--- config.mk ---
export PLATFORM = sky130hd
export DESIGN_NAME = sensor_cfg_sequencer_flat
export DESIGN_NICKNAME = d
export VERILOG_FILES = /design/src/rtl/sensor_cfg_sequencer_if.sv /design/src/rtl/sensor_cfg_sequencer.sv /design/src/flat_wrapper.sv
export SDC_FILE = /design/constraint.sdc
export NUM_CORES = 1
export LEC_CHECK = 0
export CAP_MARGIN = 10
export CORE_MARGIN = 2
export CORE_UTILIZATION = 45
export CTS_CLUSTER_DIAMETER = 60
export DETAILED_ROUTE_END_ITERATION = 8
export PLACE_DENSITY_LB_ADDON = 0.15
export REMOVE_ABC_BUFFERS = 1
export SETUP_SLACK_MARGIN = 0.05
export SLEW_MARGIN = 15
export SYNTH_ARGS = -nofsm -noshare
export SYNTH_HDL_FRONTEND = slang
export SYNTH_SLANG_ARGS = --single-unit
--- constraint.sdc ---
create_clock -name clk -period 2.3 [get_ports clk]
set_input_delay 0.575 -clock clk [delete_from_list [all_inputs] [get_ports clk]]
set_output_delay 0.575 -clock clk [all_outputs]
set_load 0.01 [all_outputs]
--- src/rtl/sensor_cfg_sequencer_if.sv ---
// Bus between the configuration sequencer, its register LUT, the I2C/SCCB write
// master and the status consumers in the image pipeline.
interface sensor_cfg_sequencer_if;
  logic        init_done;
  logic        cfg_restart;
  logic [7:0]  lut_index;
  logic [23:0] lut_data;
  logic        wr_req;
  logic [15:0] wr_addr;
  logic [7:0]  wr_data;
  logic        wr_ack;
  logic        wr_err;
  logic        cfg_busy;
  logic        cfg_done;
  logic        cfg_err;

  modport master (
    input  init_done, cfg_restart, lut_data, wr_ack, wr_err,
    output lut_index, wr_req, wr_addr, wr_data, cfg_busy, cfg_done, cfg_err
  );

  modport slave (
    output init_done, cfg_restart, lut_data, wr_ack, wr_err,
    input  lut_index, wr_req, wr_addr, wr_data, cfg_busy, cfg_done, cfg_err
  );
endinterface

--- src/rtl/sensor_cfg_sequencer.sv ---
// Walks a register LUT after power-on delay, issuing one I2C/SCCB write per entry.
// Optional per-entry retry on write error/timeout is enabled with `define CFG_RETRY_EN.
module sensor_cfg_sequencer #(
  parameter logic [7:0]  LUT_SIZE      = 8'd200,
  parameter logic [15:0] SETTLE_CYCLES = 16'd500,
  parameter logic [23:0] ACK_TIMEOUT   = 24'd1000000
`ifdef CFG_RETRY_EN
  ,
  parameter logic [3:0]  RETRY_MAX     = 4'd3
`endif
) (
  input  logic                    clk,
  input  logic                    rst_n,
  sensor_cfg_sequencer_if.master  bus
);

  typedef enum logic [2:0] {IDLE, FETCH, REQ, WAIT_ACK, SETTLE, DONE, FAIL} state_t;

  localparam logic [7:0]  LAST_INDEX  = LUT_SIZE - 8'd1;
  localparam logic [23:0] ACK_LIMIT   = ACK_TIMEOUT - 24'd1;
  localparam logic [15:0] SETTLE_LAST = SETTLE_CYCLES - 16'd1;

  state_t      state_reg;
  logic [7:0]  lut_index_reg;
  logic        wr_req_reg;
  logic [15:0] wr_addr_reg;
  logic [7:0]  wr_data_reg;
  logic        cfg_busy_reg;
  logic        cfg_done_reg;
  logic        cfg_err_reg;
  logic [23:0] ack_cnt_reg;
  logic [15:0] settle_cnt_reg;
`ifdef CFG_RETRY_EN
  logic [3:0]  retry_cnt_reg;
`endif

  logic [23:0] ack_cnt_next;
  logic        timeout_hit;
  logic        adv_done;
  logic [7:0]  adv_index;

  // The timeout fires when the incremented count reaches ACK_TIMEOUT-1, so the
  // REQ cycle itself is part of the ACK_TIMEOUT window.
  always_comb begin
    ack_cnt_next = (ack_cnt_reg == '1) ? ack_cnt_reg : ack_cnt_reg + 24'd1;
    timeout_hit  = (ack_cnt_next >= ACK_LIMIT);
    adv_done     = (lut_index_reg >= LAST_INDEX);
    adv_index    = adv_done ? lut_index_reg : lut_index_reg + 8'd1;
  end

  always_ff @(posedge clk or negedge rst_n) begin
    if (!rst_n) begin
      state_reg      <= IDLE;
      lut_index_reg  <= '0;
      wr_req_reg     <= 1'b0;
      wr_addr_reg    <= '0;
      wr_data_reg    <= '0;
      cfg_busy_reg   <= 1'b0;
      cfg_done_reg   <= 1'b0;
      cfg_err_reg    <= 1'b0;
      ack_cnt_reg    <= '0;
      settle_cnt_reg <= '0;
`ifdef CFG_RETRY_EN
      retry_cnt_reg  <= '0;
`endif
    end else begin
      wr_req_reg <= 1'b0;
      case (state_reg)
        IDLE: begin
          if (bus.init_done) begin
            state_reg    <= FETCH;
            cfg_busy_reg <= 1'b1;
          end
        end
        FETCH: begin
          wr_addr_reg <= bus.lut_data[23:8];
          wr_data_reg <= bus.lut_data[7:0];
          wr_req_reg  <= 1'b1;
          state_reg   <= REQ;
`ifdef CFG_RETRY_EN
          retry_cnt_reg <= '0;
`endif
        end
        REQ: begin
          ack_cnt_reg <= '0;
          state_reg   <= WAIT_ACK;
        end
        WAIT_ACK: begin
          ack_cnt_reg <= ack_cnt_next;
          // An error pulse wins over a simultaneous ack; an ack wins over the timeout.
          if (bus.wr_err || (timeout_hit && !bus.wr_ack)) begin
`ifdef CFG_RETRY_EN
            if (retry_cnt_reg < RETRY_MAX) begin
              retry_cnt_reg <= retry_cnt_reg + 4'd1;
              wr_req_reg    <= 1'b1;
              state_reg     <= REQ;
            end else begin
              state_reg    <= FAIL;
              cfg_err_reg  <= 1'b1;
              cfg_busy_reg <= 1'b0;
            end
`else
            state_reg    <= FAIL;
            cfg_err_reg  <= 1'b1;
            cfg_busy_reg <= 1'b0;
`endif
          end else if (bus.wr_ack) begin
            settle_cnt_reg <= '0;
            if (SETTLE_CYCLES != 16'd0) begin
              state_reg <= SETTLE;
            end else if (adv_done) begin
              state_reg    <= DONE;
              cfg_done_reg <= 1'b1;
              cfg_busy_reg <= 1'b0;
            end else begin
              state_reg     <= FETCH;
              lut_index_reg <= adv_index;
            end
          end
        end
        SETTLE: begin
          if (settle_cnt_reg >= SETTLE_LAST) begin
            if (adv_done) begin
              state_reg    <= DONE;
              cfg_done_reg <= 1'b1;
              cfg_busy_reg <= 1'b0;
            end else begin
              state_reg     <= FETCH;
              lut_index_reg <= adv_index;
            end
          end else begin
            settle_cnt_reg <= settle_cnt_reg + 16'd1;
          end
        end
        DONE, FAIL: begin
          if (bus.cfg_restart) begin
            state_reg     <= IDLE;
            cfg_done_reg  <= 1'b0;
            cfg_err_reg   <= 1'b0;
            lut_index_reg <= '0;
          end
        end
        default: state_reg <= IDLE;
      endcase
    end
  end

  assign bus.lut_index = lut_index_reg;
  assign bus.wr_req    = wr_req_reg;
  assign bus.wr_addr   = wr_addr_reg;
  assign bus.wr_data   = wr_data_reg;
  assign bus.cfg_busy  = cfg_busy_reg;
  assign bus.cfg_done  = cfg_done_reg;
  assign bus.cfg_err   = cfg_err_reg;

endmodule
--- src/flat_wrapper.sv ---
// flat-port wrapper written by rule: the top's interface ports become plain ports
module sensor_cfg_sequencer_flat 
#(
  parameter logic [7:0]  LUT_SIZE      = 8'd200,
  parameter logic [15:0] SETTLE_CYCLES = 16'd500,
  parameter logic [23:0] ACK_TIMEOUT   = 24'd1000000

)
  (clk, rst_n, bus_init_done, bus_cfg_restart, bus_lut_data, bus_wr_ack, bus_wr_err, bus_lut_index, bus_wr_req, bus_wr_addr, bus_wr_data, bus_cfg_busy, bus_cfg_done, bus_cfg_err);
  sensor_cfg_sequencer_if bus_i ();
  input  logic clk;
  input  logic rst_n;
  input wire logic [$bits(bus_i.init_done)-1:0] bus_init_done;
  input wire logic [$bits(bus_i.cfg_restart)-1:0] bus_cfg_restart;
  input wire logic [$bits(bus_i.lut_data)-1:0] bus_lut_data;
  input wire logic [$bits(bus_i.wr_ack)-1:0] bus_wr_ack;
  input wire logic [$bits(bus_i.wr_err)-1:0] bus_wr_err;
  output wire logic [$bits(bus_i.lut_index)-1:0] bus_lut_index;
  output wire logic [$bits(bus_i.wr_req)-1:0] bus_wr_req;
  output wire logic [$bits(bus_i.wr_addr)-1:0] bus_wr_addr;
  output wire logic [$bits(bus_i.wr_data)-1:0] bus_wr_data;
  output wire logic [$bits(bus_i.cfg_busy)-1:0] bus_cfg_busy;
  output wire logic [$bits(bus_i.cfg_done)-1:0] bus_cfg_done;
  output wire logic [$bits(bus_i.cfg_err)-1:0] bus_cfg_err;
  assign bus_i.init_done = bus_init_done;
  assign bus_i.cfg_restart = bus_cfg_restart;
  assign bus_i.lut_data = bus_lut_data;
  assign bus_i.wr_ack = bus_wr_ack;
  assign bus_i.wr_err = bus_wr_err;
  assign bus_lut_index = bus_i.lut_index;
  assign bus_wr_req = bus_i.wr_req;
  assign bus_wr_addr = bus_i.wr_addr;
  assign bus_wr_data = bus_i.wr_data;
  assign bus_cfg_busy = bus_i.cfg_busy;
  assign bus_cfg_done = bus_i.cfg_done;
  assign bus_cfg_err = bus_i.cfg_err;
  sensor_cfg_sequencer #(.LUT_SIZE(LUT_SIZE), .SETTLE_CYCLES(SETTLE_CYCLES), .ACK_TIMEOUT(ACK_TIMEOUT)) u_core (.clk(clk), .rst_n(rst_n), .bus(bus_i));
endmodule
**Word-level counts from Yosys, hierarchy flattened**

Cells that the tools add are included.

- Mux-type cells: 29
- Order comparisons: 3
- Reductions and logical operators: 16
- Eq/ne operators: 17
- $add $sub $neg: 3

Operator list:

| cell | number |
|---|---|
| $mux W16 | 3 |
| $pmux W24 S2 | 1 |
| $pmux W16 S2 | 1 |
| $add A24 B1 Y24 const B | 1 |
| $eq A24 B24 Y1 const B | 1 |
| $ge A24 B20 Y1 const B | 1 |
| $mux W24 | 1 |
| $mux W8 | 3 |
| $mux W3 | 6 |
| $pmux W3 S6 | 1 |
| $add A16 B1 Y16 const B | 1 |
| $ge A16 B9 Y1 const B | 1 |
| $pmux W8 S2 | 1 |
| $reduce_and A4 Y1 | 4 |
| $ne A2 B2 Y1 const B | 6 |
| $eq A3 B3 Y1 const B | 3 |
| $mux W1 | 9 |
| $add A8 B1 Y8 const B | 1 |
| $ge A8 B8 Y1 const B | 1 |
| $reduce_bool A2 Y1 | 4 |
| $eq A3 B2 Y1 const B | 2 |
| $ne A2 B1 Y1 const B | 3 |
| $reduce_and A5 Y1 | 1 |
| $pmux W1 S2 | 2 |
| 10 further kinds | 10 |

- Output and inout port bits: 36
- Input port bits: 30
- Word-level logic and storage cells: 78
- Register bits after elaboration: 79

**Depth between registers and ports, before layout**

Gate-level depths: netlist (run 1).

- Word-level depth: 7
- Depth in mapped cells: 10
- Mapped depth without buffers: 8

**Worst setup path before layout (run 1)**

Ideal clock, no wire load.

- Kind: reg-to-reg
- Start: register u_core.ack_cnt_reg[0]
- End: register u_core.state_reg[2]
- Slack: -0.195 ns
- Period minus slack after synthesis: 2.495 ns
- Stages on the path, launching flop included: 10
- Setup time: 0.121 ns
- Data arrival time: 2.374 ns
- Path through: dfrtp_1 ha_1 and4_1 buf_2 nand4_1 or4_1 xor2_1 nand4_1 or3_1 o22a_1

- Cells in the longest elaborated chain, start to end: 7
- Elaborated cells on any way between the ends: 10
- Those cells by class: add/sub (1); order compare (1); eq/ne (2); mux (3); reduce/logical (3)

Ends and longest elaborated chain:

| element | RTL line | RTL |
|---|---|---|
| from (decl) | sensor_cfg_sequencer.sv:31 | `logic [23:0] ack_cnt_reg;` |
| from (signal assigned) | sensor_cfg_sequencer.sv:89 | `ack_cnt_reg <= ack_cnt_next;` |
| $add A24 B1 Y24 / $eq A24 B24 Y1 (equally long branches) | sensor_cfg_sequencer.sv:45 | `ack_cnt_next = (ack_cnt_reg == '1) ? ack_cnt_reg : ack_cnt_reg + 24'd1;` |
| $mux W24 (*) | sensor_cfg_sequencer.sv:45 |  |
| $ge A24 B20 Y1 (*) | sensor_cfg_sequencer.sv:46 | `timeout_hit = (ack_cnt_next >= ACK_LIMIT);` |
| $logic_and A1 B1 Y1 (*) | sensor_cfg_sequencer.sv:91 | `if (bus.wr_err \|\| (timeout_hit && !bus.wr_ack)) begin` |
| $logic_or A1 B1 Y1 (*) | sensor_cfg_sequencer.sv:91 |  |
| $mux W3 / $ne A3 B2 Y1 (equally long branches) | n/a |  |
| $pmux W3 S6 / $reduce_and A4 Y1 (equally long branches) | n/a |  |
| to (signal assigned) | sensor_cfg_sequencer.sv:71 | `state_reg <= FETCH;` |
| to (signal assigned) | sensor_cfg_sequencer.sv:79 | `state_reg <= REQ;` |
| to (signal assigned) | sensor_cfg_sequencer.sv:103 | `state_reg <= FAIL;` |
| to (decl) | sensor_cfg_sequencer.sv:23 | `state_t state_reg;` |

Every way passes the cells marked *; elsewhere a longest branch is shown, timed or not.
A chain may end at the register's enable or synchronous reset.

**Final worst setup path (run 1)**

- Start: register u_core.ack_cnt_reg[0]
- End: register u_core.state_reg[0]

Same word-level chain as after synthesis.

==> results of run 1 <==
-- cells by family (layout without fill, tap and decap cells) --
family | Yosys count | in the layout
mux | 26 | 26
xor+xnor | 13 | 13
buf+inv | 37 | 183
compound gates | 112 | 112
fa+ha+maj | 3 | 3
flops | 79 | 79
simple gates | 178 | 178
-- worst paths after layout --
kind	cells past startpoint	from	to	slack, ns
max in group asynchronous	2	rst_n	u_core.bus.wr_addr[13]$_DFFE_PN0P_	1.57
hold / removal	1	rst_n	u_core.bus.wr_data[5]$_DFFE_PN0P_	0.12
setup reg to reg	10	u_core.ack_cnt_reg[0]$_DFFE_PN0P_	u_core.state_reg[0]$_DFFE_PN0P_	-0.18
hold reg to reg	1	u_core.settle_cnt_reg[7]$_DFFE_PN0P_	u_core.settle_cnt_reg[7]$_DFFE_PN0P_	0.49
setup / recovery	10	u_core.ack_cnt_reg[0]$_DFFE_PN0P_	u_core.state_reg[0]$_DFFE_PN0P_	-0.18
min in group clk	1	u_core.settle_cnt_reg[7]$_DFFE_PN0P_	u_core.settle_cnt_reg[7]$_DFFE_PN0P_	0.49
-- worst max-delay path, stage by stage (launching register included) --
cell and delay, ns:
dfrtp_1 0.36, ha_2 0.21, and4_4 0.23, nand4_1 0.20, buf_4 0.22, o2111ai_4 0.21, a2111oi_4 0.11, a221o_1 0.35
a211oi_2 0.25, buf_4 0.17, o21ai_1 0.07
-- placed cells by master, fill, tap and decap left out, drive strengths merged, types with 6 or more instances in the layout --
master	instances
a21oi	15
a31oi	8
a21o	9
o21ai	30
nand3	13
clkdlybuf4s50	64
nor3	11
and3	8
inv	6
nor2	28
nand4	20
and2	10
buf	97
o31ai	20
dfrtp	79
clkbuf	11
nand2	58
xor2	8
mux2	25
-- metal layers --
layer  track usage  up-vias  part of all wire  wire (µm)
li1              -     1946                 -          -
met2         0.360      108              0.48       5500
met3        0.0492       20             0.045        513
met4        0.0749        0             0.019        223
met1         0.316     1931              0.46       5270
met5             0        -                 0          0
-- stage by stage --
step,setup TNS [ns],utilization,cell area (µm²),instances
global placement,-0.492,0.609,5630,695
floorplan,-27.91,-,4170,417
CTS,-0.386,0.644,5950,720
detailed placement,-0.477,0.609,5630,695
global route,-1.07,0.660,6100,723
finish,-0.684,0.660,6100,723
-- area by class of cell --
| cell class | instances | area [µm²] | area share |
|---|---|---|---|
| Tap cell | 129 | 161 | 0.0265 |
| Clock inverter | 5 | 56.3 | 0.00923 |
| Clock buffer | 11 | 141 | 0.0232 |
| Multi-Input combinational cell | 332 | 2340 | 0.384 |
| Timing Repair Buffer | 161 | 1400 | 0.229 |
| Sequential cell | 79 | 1980 | 0.324 |
| Inverter | 6 | 22.5 | 0.00369 |
-- power by group through the flow --
stage	sequential [mW]	clock, mW	combinational (mW)
after floorplan	2.16	0	0.981
after global placement	2.01	0	2.26
after detailed placement	2.03	0	2.30
after CTS	2.00	1.09	2.31
after global routing	2.05	1.14	2.58
final	2.00	1.05	2.33
-- timing repair --
item / in CTS / in global routing
endpoints found under the hold margin: 0 / 0
resized for setup: 10 / 28
setup buffers: 9 / 4
pin swaps: 9 / 10
setup endpoints to repair: 4 / 22
==> results.txt, run 1 <==
Slew headroom = 0.601
fraction of registers with async set/reset = 1.00
Power Total = 5.39 mW
Synth Area in Compound Gates = 0.182
Yosys reg bits = 79
status = finished, violations left
CTS tree = built
Hold Path Class = in2async
cts bufs inserted = 9
area of the core = 9240 µm²
Fill cells = 745
ANT cells = 0
top cells by area, synth = dfrtp_1 (46%), mux2_2 (6.5%), nand2_1 (5.1%)
Synth Area in Adders = 0.00872
Pwr Density = 884 nW/µm²
Slew @ Worst Pin = 0.598 ns
Post-synth EDFFs = 0
period utilisation layout = 1.08
routed vias = 4005
Comb pwr share = 0.433
wire per inst = 15.9 µm
CP Capture Type = flop
Ys Warns = 0
starting DRC count in detailed routing = 168
RSZ-0062 raised after global routing = true
global-route wire length before repair = 18600 µm
internal power = 3.50 mW
drc violations = 0
multiplexer area fraction after synthesis = 0.0677
row cnt = 35
critical path data arrival time = 2.73 ns
cells after synthesis = 448
GRT Residual Overflow = 0
vias in the first global route = 3819
drt first pass iters = 5
Seq/Total Area, Yosys = 0.459
die area = 10400 µm²
fin worst setup slack = -0.182 ns
Reg power frac = 0.372
Ports = 66
kind of critical path = reg2reg
H-tree Lvls = 3
Post-Synth Simple-Gate Area = 0.219
Post-CTS Hold Buffers = 0
Fin. Hold Viols = 0
PortBufs = 65
pin count of the biggest net entering global routing = 37
Crit path required time = 2.55 ns
Final GP Congestion = 0.957
Max Buffers Root-to-Sink = 2
CTS clk-pin slew, worst paths = 0.09 ns
area leader, netlist = dfrtp_1
ANT nets after route = 0
Worst-Skew Late Latency = 0.36 ns
Final HPWL DP = 8190 µm
chip width = 102 µm
Routed WL = 11500 µm
failing checks = negative setup slack
Slew Limit Fails = 0
VDD IR-drop max = 424 µV
part of the power in the clock network = 0.195
max-cap violations = 0
Setup Viol. Count Final = 4
Clock Sinks = 79
post-synthesis xor/xnor area fraction = 0.0264
Psw = 1.89 mW
synth unique cells = 66
ys flop type = dfrtp_1
main combinational cell family by area after synthesis = simple AND/OR/NAND/NOR gates
CTS root buf = clkbuf_8
DIE HEIGHT = 102 µm
synthesized cell area = 4310 µm²
antenna violations before repair = 0
synth cell count leaders = dfrtp_1 (79), nand2_1 (58), nor2_1 (28), o21ai_0 (28), mux2_2 (25)
synthesized area per cell = 9.61 µm²
share of layout cells above drive strength 1 = 0.301
most frequent cell after synthesis = dfrtp_1
Net Sw Frac = 0.351
FMAX = 0.403 GHz
Layout area overhead = 41.7%
Setup WS pre-CTS = -0.135 ns
Max Fanout on Critical Path = 4
post-DR vias/cell = 5.54
max reg flops = 24
Worst Skew = 0.0163 ns
Startpoint Class = flop
Synth top area share = 0.459
Final min period = 2.48 ns
Initial Util = 0.466
# nets final = 622
Tot GR Track Use = 0.228
worst hold margin = 0.116 ns
P_leak = 2.61 nW
No activity file was read; power rests on OpenSTA's default activity.
==> run 2, diff against run 1 <==
--- a/config.mk
+++ b/config.mk
@@ -6,7 +6,6 @@
 export NUM_CORES = 1
 export LEC_CHECK = 0
 export CAP_MARGIN = 10
-export CORE_MARGIN = 2
 export CORE_UTILIZATION = 45
 export CTS_CLUSTER_DIAMETER = 60
 export DETAILED_ROUTE_END_ITERATION = 8
==> results.txt, run 2 (same netlist as run 1, synthesis figures left out) <==
Placed Instance Area = 5610 µm² (-0.27%)
CTS tree = built
vias in the first global route = 3947 (+3.4%)
Worst R2R Path Depth = 8 (-2)
Total Negative Setup Slacks = -0.607 ns (+0.0766 ns)
max-cap violations = 0 (unchanged)
Post-CTS Hold Buffers = 0 (unchanged)
GR peak layer = met2
critical path data arrival time = 2.72 ns (about the same)
CTS root buf = clkbuf_8
Reg power frac = 0.378 (+0.006)
fin worst setup slack = -0.179 ns (+0.00336 ns)
Core Util, Final = 0.660 (about the same)
Slew @ Worst Pin = 0.519 ns (-0.0789 ns)
Buf+Inv Stages, Crit Path = 0 (-2)
H-tree Lvls = 3 (unchanged)
chip width = 99.8 µm (-2.0%)
share of layout cells above drive strength 1 = 0.303 (+0.00184)
Top Family by Delay on Critical Path = simple AND/OR/NAND/NOR gates
Fin. Hold Viols = 0 (unchanged)
Startpoint Class = flop
failing checks = negative setup slack
CP Cell Sequence = ha_4 > and4_4 > nand4_1 > or4_4 > xor2_2 > nand4_1 > or3_4 > o22a_1
P_leak = 2.63 nW (+0.85%)
CP Capture Type = flop
DIE HEIGHT = 99.8 µm (-2.0%)
Final min period = 2.48 ns (-0.00337 ns)
most used cell, CP = nand4_1
FMAX = 0.403 GHz (+0.14%)
Slew Limit Fails = 0 (unchanged)
Max Fanout on Critical Path = 3 (-1)
drt first pass iters = 5 (unchanged)
Max stage delay on crit path = 0.48 ns (+0.12 ns)
Worst-Skew Late Latency = 0.36 ns (about the same)
Layout area overhead = 41.6% (about the same)
grt met1 use = 0.326 (+0.0102)
Routed WL = 11800 µm (+2.6%)
CTS clk-pin slew, worst paths = 0.10 ns (about the same)
period utilisation layout = 1.08 (-0.00146)
RR Startpoint = u_core.ack_cnt_reg[0]$_DFFE_PN0P_
starting DRC count in detailed routing = 281 (+67%)
Crit-path slowest cell = or4_4
area of the core = 9240 µm² (unchanged)
internal power = 3.42 mW (-2.1%)
wire per inst = 16.3 µm (+2.2%)
Max Buffers Root-to-Sink = 2 (unchanged)
Final HPWL DP = 8240 µm (+0.61%)
cts bufs inserted = 9 (unchanged)
routed vias = 4036 (+0.77%)
row cnt = 35 (unchanged)
drc violations = 0 (unchanged)
kind of critical path = reg2reg
Clock Sinks = 79 (unchanged)
Initial Util = 0.466 (unchanged)
met2 Use GR = 0.397 (+0.0375)
Reg2Reg Setup Slack = -0.18 ns (about the same)
# nets final = 625 (+0.48%)
Slew headroom = 0.654 (+0.0526)
Final GP Congestion = 0.955 (-0.16%)
antenna violations before repair = 0 (unchanged)
Setup Viol. Count Final = 4 (unchanged)
Pwr Density = 878 nW/µm² (-0.61%)
Net Sw Frac = 0.361 (+0.00947)
Finished Cell Area = 6100 µm² (about the same)
global-route wire length before repair = 19200 µm (+3.2%)
pin count of the biggest net entering global routing = 40 (+8.1%)
Cells after DPL = 693 (-0.29%)
Tot GR Track Use = 0.246 (+0.0171)
RSZ-0062 raised after global routing = true
Comb pwr share = 0.435 (+0.002)
status = finished, violations left
die area = 9960 µm² (-3.9%)
met3 Resource Use GR = 0.0383 (-0.0109)
max reg flops = 24 (unchanged)
Psw = 1.93 mW (+2.0%)
Setup WS pre-CTS = -0.207 ns (-0.0717 ns)
Crit path required time = 2.54 ns (about the same)
PortBufs = 65 (unchanged)
VDD IR-drop max = 493 µV (+16%)
ANT cells = 0 (unchanged)
Finished Layout Cells = 726 (+0.41%)
Hold Path Class = in2async
Ports = 66 (unchanged)
commonest non-fill, non-tap cell in the layout = buf_4
Worst Skew = 0.0160 ns (-0.000347 ns)
ANT nets after route = 0 (unchanged)
part of the power in the clock network = 0.187 (-0.008)
RR Endpoint = u_core.state_reg[2]$_DFFE_PN0P_
GRT Residual Overflow = 0 (unchanged)
most frequent cells in the layout = buf_4 (97), dfrtp_1 (78), clkdlybuf4s50_1 (64)
post-DR vias/cell = 5.56 (+0.36%)
run 2: cell count changes in the layout (fill, tap and decap cells not counted), sizes merged:
cell | previous run | this run
clkbuf | 11 | 10
clkinvlp | 1 | 2
bufinv | 1 | 0
inv | 6 | 7
buf | 97 | 100
run 2: timing repair:
action,CTS,global route
setup buffers,8,9
pin swaps,14,10
setup endpoints to repair,4,23
gates resized for setup,19,16
run 2: worst max-delay path by stage:
stage	start	slack (ns)	end	cells past startpoint
6_report	u_core.ack_cnt_reg[0]$_DFFE_PN0P_	-0.18	u_core.state_reg[2]$_DFFE_PN0P_	8
5_1_grt	u_core.ack_cnt_reg[0]$_DFFE_PN0P_	-0.28	u_core.bus.cfg_busy$_DFFE_PN0P_	9
4_1_cts	u_core.ack_cnt_reg[7]$_DFFE_PN0P_	-0.11	u_core.state_reg[2]$_DFFE_PN0P_	7
3_5_place_dp	u_core.ack_cnt_reg[4]$_DFFE_PN0P_	-0.21	u_core.state_reg[2]$_DFFE_PN0P_	7
3_3_place_gp	u_core.ack_cnt_reg[4]$_DFFE_PN0P_	-0.09	u_core.bus.cfg_busy$_DFFE_PN0P_	8
2_1_floorplan	u_core.state_reg[0]$_DFFE_PN0P_	-1.04	u_core.bus.wr_addr[0]$_DFFE_PN0P_	3
run 2: worst reg2reg max path: stages, from the launching register on:
cell and delay (ns):
dfrtp_1 0.45, ha_4 0.18, and4_4 0.23, nand4_1 0.16
or4_4 0.48, xor2_2 0.17, nand4_1 0.15, or3_4 0.36
o22a_1 0.19
run 2: final cells by class:
cell class	instances	area, µm²
inverters	6	22.5
clock buffers	10	138
fillers	719	3140
multi-input cells	332	2330
repair buffers	164	1410
flip-flops and latches	79	1980
well taps	129	161
clock inverters	6	52.6
run 2: layer usage:
metal | vias up | part of all wire
met5 | - | 0
met4 | 0 | 0.022
met3 | 29 | 0.038
met2 | 109 | 0.49
met1 | 1965 | 0.44
li1 | 1933 | -
run 2: through the flow:
stage,hold WS (ns),power [mW]
after floorplan,0.279,3.14
after global placement,0.470,4.23
after detailed placement,0.476,4.30
after CTS,0.131,5.32
after global routing,0.148,5.69
final,0.124,5.35
run 2: power by group through the flow:
stage | sequential (mW) | clock [mW] | combinational (mW)
6_report | 2.02 | 1.00 | 2.33
5_1_grt | 2.07 | 1.08 | 2.53
4_1_cts | 2.01 | 1.03 | 2.29
3_5_place_dp | 2.04 | 0 | 2.26
3_3_place_gp | 2.01 | 0 | 2.22
2_1_floorplan | 2.16 | 0 | 0.981
==> run 3, diff against run 2 <==
--- a/config.mk
+++ b/config.mk
@@ -6,6 +6,7 @@
 export NUM_CORES = 1
 export LEC_CHECK = 0
 export CAP_MARGIN = 10
+export CORE_ASPECT_RATIO = 2
 export CORE_UTILIZATION = 45
 export CTS_CLUSTER_DIAMETER = 60
 export DETAILED_ROUTE_END_ITERATION = 8
==> constraint.sdc (replaced) <==
create_clock -name clk -period 2.59 [get_ports clk]
set_input_delay 0.6475 -clock clk [delete_from_list [all_inputs] [get_ports clk]]
set_output_delay 0.6475 -clock clk [all_outputs]
set_load 0.01 [all_outputs]
==> results.txt, run 3 (same netlist as run 1, synthesis figures left out) <==
CTS tree = built
Reg power frac = 0.346 (-0.032)
ANT cells = 0 (unchanged)
# nets final = 590 (-5.6%)
Slew headroom = 0.587 (-0.0671)
RR Endpoint = u_core.state_reg[2]$_DFFE_PN0P_
Fill cells = 779 (+8.3%)
CTS clk-pin slew, worst paths = 0.06 ns (-0.04 ns)
kind of critical path = reg2reg
Tot GR Track Use = 0.270 (+0.0243)
row cnt = 50 (+43%)
area of the core = 9320 µm² (+0.88%)
share of layout cells above drive strength 1 = 0.249 (-0.0541)
Total Negative Setup Slacks = 0 ns (+0.607 ns)
wire per inst = 19.0 µm (+17%)
VDD IR-drop max = 527 µV (+6.7%)
DIE HEIGHT = 140 µm (+41%)
commonest non-fill, non-tap cell in the layout = dfrtp_1
die area = 9990 µm² (+0.24%)
Power Total = 5.14 mW (-4.1%)
max-cap violations = 0 (unchanged)
Final GP Congestion = 1.05 (+10%)
chip width = 71.2 µm (-29%)
Post-CTS Hold Buffers = 0 (unchanged)
status = finished, violations left
Slew Limit Fails = 0 (unchanged)
RR Startpoint = u_core.ack_cnt_reg[0]$_DFFE_PN0P_
Hold Path Class = in2async
fin worst setup slack = 0.113 ns (+0.292 ns)
Ports = 66 (unchanged)
period utilisation layout = 0.956 (-0.121)
Final HPWL DP = 9440 µm (+15%)
Setup Viol. Count Final = 0 (-4)
Max Buffers Root-to-Sink = 2 (unchanged)
Setup WS pre-CTS = -0.159 ns (+0.0481 ns)
Psw = 1.75 mW (-9.3%)
part of the power in the clock network = 0.255 (+0.068)
Max Fanout on Critical Path = 4 (+1)
Pwr Density = 881 nW/µm² (+0.29%)
failing checks = design-rule violations
crit path from = u_core.ack_cnt_reg[0]$_DFFE_PN0P_
global-route wire length before repair = 20300 µm (+5.8%)
most frequent cells in the layout = dfrtp_1 (73), clkdlybuf4s50_1 (64), buf_4 (64)
ANT nets after route = 0 (unchanged)
CP endpoint = u_core.state_reg[2]$_DFFE_PN0P_
post-DR vias/cell = 6.04 (+8.6%)
Worst R2R Path Depth = 8 (unchanged)
RSZ-0062 raised after global routing = true
Worst-Skew Late Latency = 0.34 ns (-0.02 ns)
max reg flops = 24 (unchanged)
H-tree Lvls = 3 (unchanged)
Worst Skew = 0.0100 ns (-0.00599 ns)
Layout area overhead = 35.5%
cts bufs inserted = 9 (unchanged)
Fin. Hold Viols = 0 (unchanged)
GRT Residual Overflow = 0 (unchanged)
routed vias = 4021 (-0.37%)
Final min period = 2.48 ns (-0.00188 ns)
CTS root buf = clkbuf_16
pin count of the biggest net entering global routing = 42 (+5.0%)
Crit path required time = 2.81 ns (+0.27 ns)
FMAX = 0.404 GHz (about the same)
Clock Sinks = 79 (unchanged)
Routed WL = 12700 µm (+7.3%)
internal power = 3.38 mW (-1.1%)
vias in the first global route = 4043 (+2.4%)
Comb pwr share = 0.399 (-0.036)
Startpoint Class = flop
starting DRC count in detailed routing = 280 (-0.36%)
Net Sw Frac = 0.341 (-0.0195)
antenna violations before repair = 0 (unchanged)
drt first pass iters = 7 (+2)
Slew @ Worst Pin = 0.620 ns (+0.101 ns)
CP Capture Type = flop
Reg2Reg Setup Slack = 0.11 ns (+0.29 ns)
P_leak = 2.49 nW (-5.3%)
drc violations = 10 (+10)
critical path data arrival time = 2.70 ns (-0.02 ns)
Initial Util = 0.462 (-0.00407)
PortBufs = 65 (unchanged)
-- run 3: changes by cell type in the layout (fill, tap and decap cells not counted), moves of 2 or more --
| cell | change |
|---|---|
| buf_4 | -33 |
| clkbuf_16 | +9 |
| clkbuf_8 | -9 |
| dfrtp_1 | -5 |
| dfrtp_2 | +5 |
| buf_6 | -2 |
| nand2_1 | +2 |
| nor2_1 | +2 |
| nor2_2 | -2 |
| or2_2 | +2 |
-- run 3: final cells by class --
cell class              count  area [µm²]  share of cell area
well taps                 104         130              0.0223
inverters                   6        22.5             0.00386
flip-flops and latches     79        1980               0.340
multi-input cells         332        2250               0.385
clock inverters             6        67.6              0.0116
clock buffers              10         239              0.0410
repair buffers            129        1140               0.196
-- run 3: critical path: stages (launching register included) --
cell and delay, ns:
dfrtp_1 0.37, ha_2 0.21, and4_4 0.25, nand4_1 0.17, or4_4 0.50, xor2_2 0.17, nand4_1 0.15, or3_1 0.35
o22a_1 0.19
-- run 3: repair_timing --
action / in CTS / in global routing
setup buffers: 0 / 5
pin swaps: 0 / 7
cloned: 0 / 0
endpoints found under the setup margin: 4 / 4
resized for setup: 3 / 17
-- run 3: power groups by stage --
stage | clock network, mW | registers [mW] | logic, mW
4_1_cts | 1.33 | 1.78 | 2.06
5_1_grt | 1.40 | 1.81 | 2.24
2_1_floorplan | 0 | 1.92 | 0.872
3_3_place_gp | 0 | 1.78 | 2.00
3_5_place_dp | 0 | 1.80 | 2.05
6_report | 1.31 | 1.78 | 2.05
-- run 3: per-layer routing --
metal,GRT usage,share of wire
met1,0.256,0.34
met2,0.512,0.57
met3,0.0460,0.039
met4,0.174,0.059
met5,0,0
-- run 3: worst min-delay path by stage --
stage          cells past startpoint                                     to  slack, ns                             startpoint
5_1_grt                            1      u_core.bus.wr_addr[8]$_DFFE_PN0P_       0.32                                  rst_n
4_1_cts                            1      u_core.bus.wr_addr[8]$_DFFE_PN0P_       0.30                                  rst_n
3_3_place_gp                       1  u_core.settle_cnt_reg[13]$_DFFE_PN0P_       0.47  u_core.settle_cnt_reg[13]$_DFFE_PN0P_
3_5_place_dp                       1  u_core.settle_cnt_reg[14]$_DFFE_PN0P_       0.47  u_core.settle_cnt_reg[14]$_DFFE_PN0P_
6_report                           1      u_core.bus.wr_addr[8]$_DFFE_PN0P_       0.28                                  rst_n
2_1_floorplan                      0      u_core.ack_cnt_reg[0]$_DFFE_PN0P_       0.35                                  rst_n
-- run 3: per-stage QoR --
step	hold WS (ns)	instances	utilization	area, µm²
after global placement	0.469	645	0.580	5410
after floorplan	0.352	417	-	4170
after detailed placement	0.474	645	0.580	5410
final	0.279	666	0.626	5830
after CTS	0.295	661	0.615	5730
after global routing	0.322	666	0.626	5830
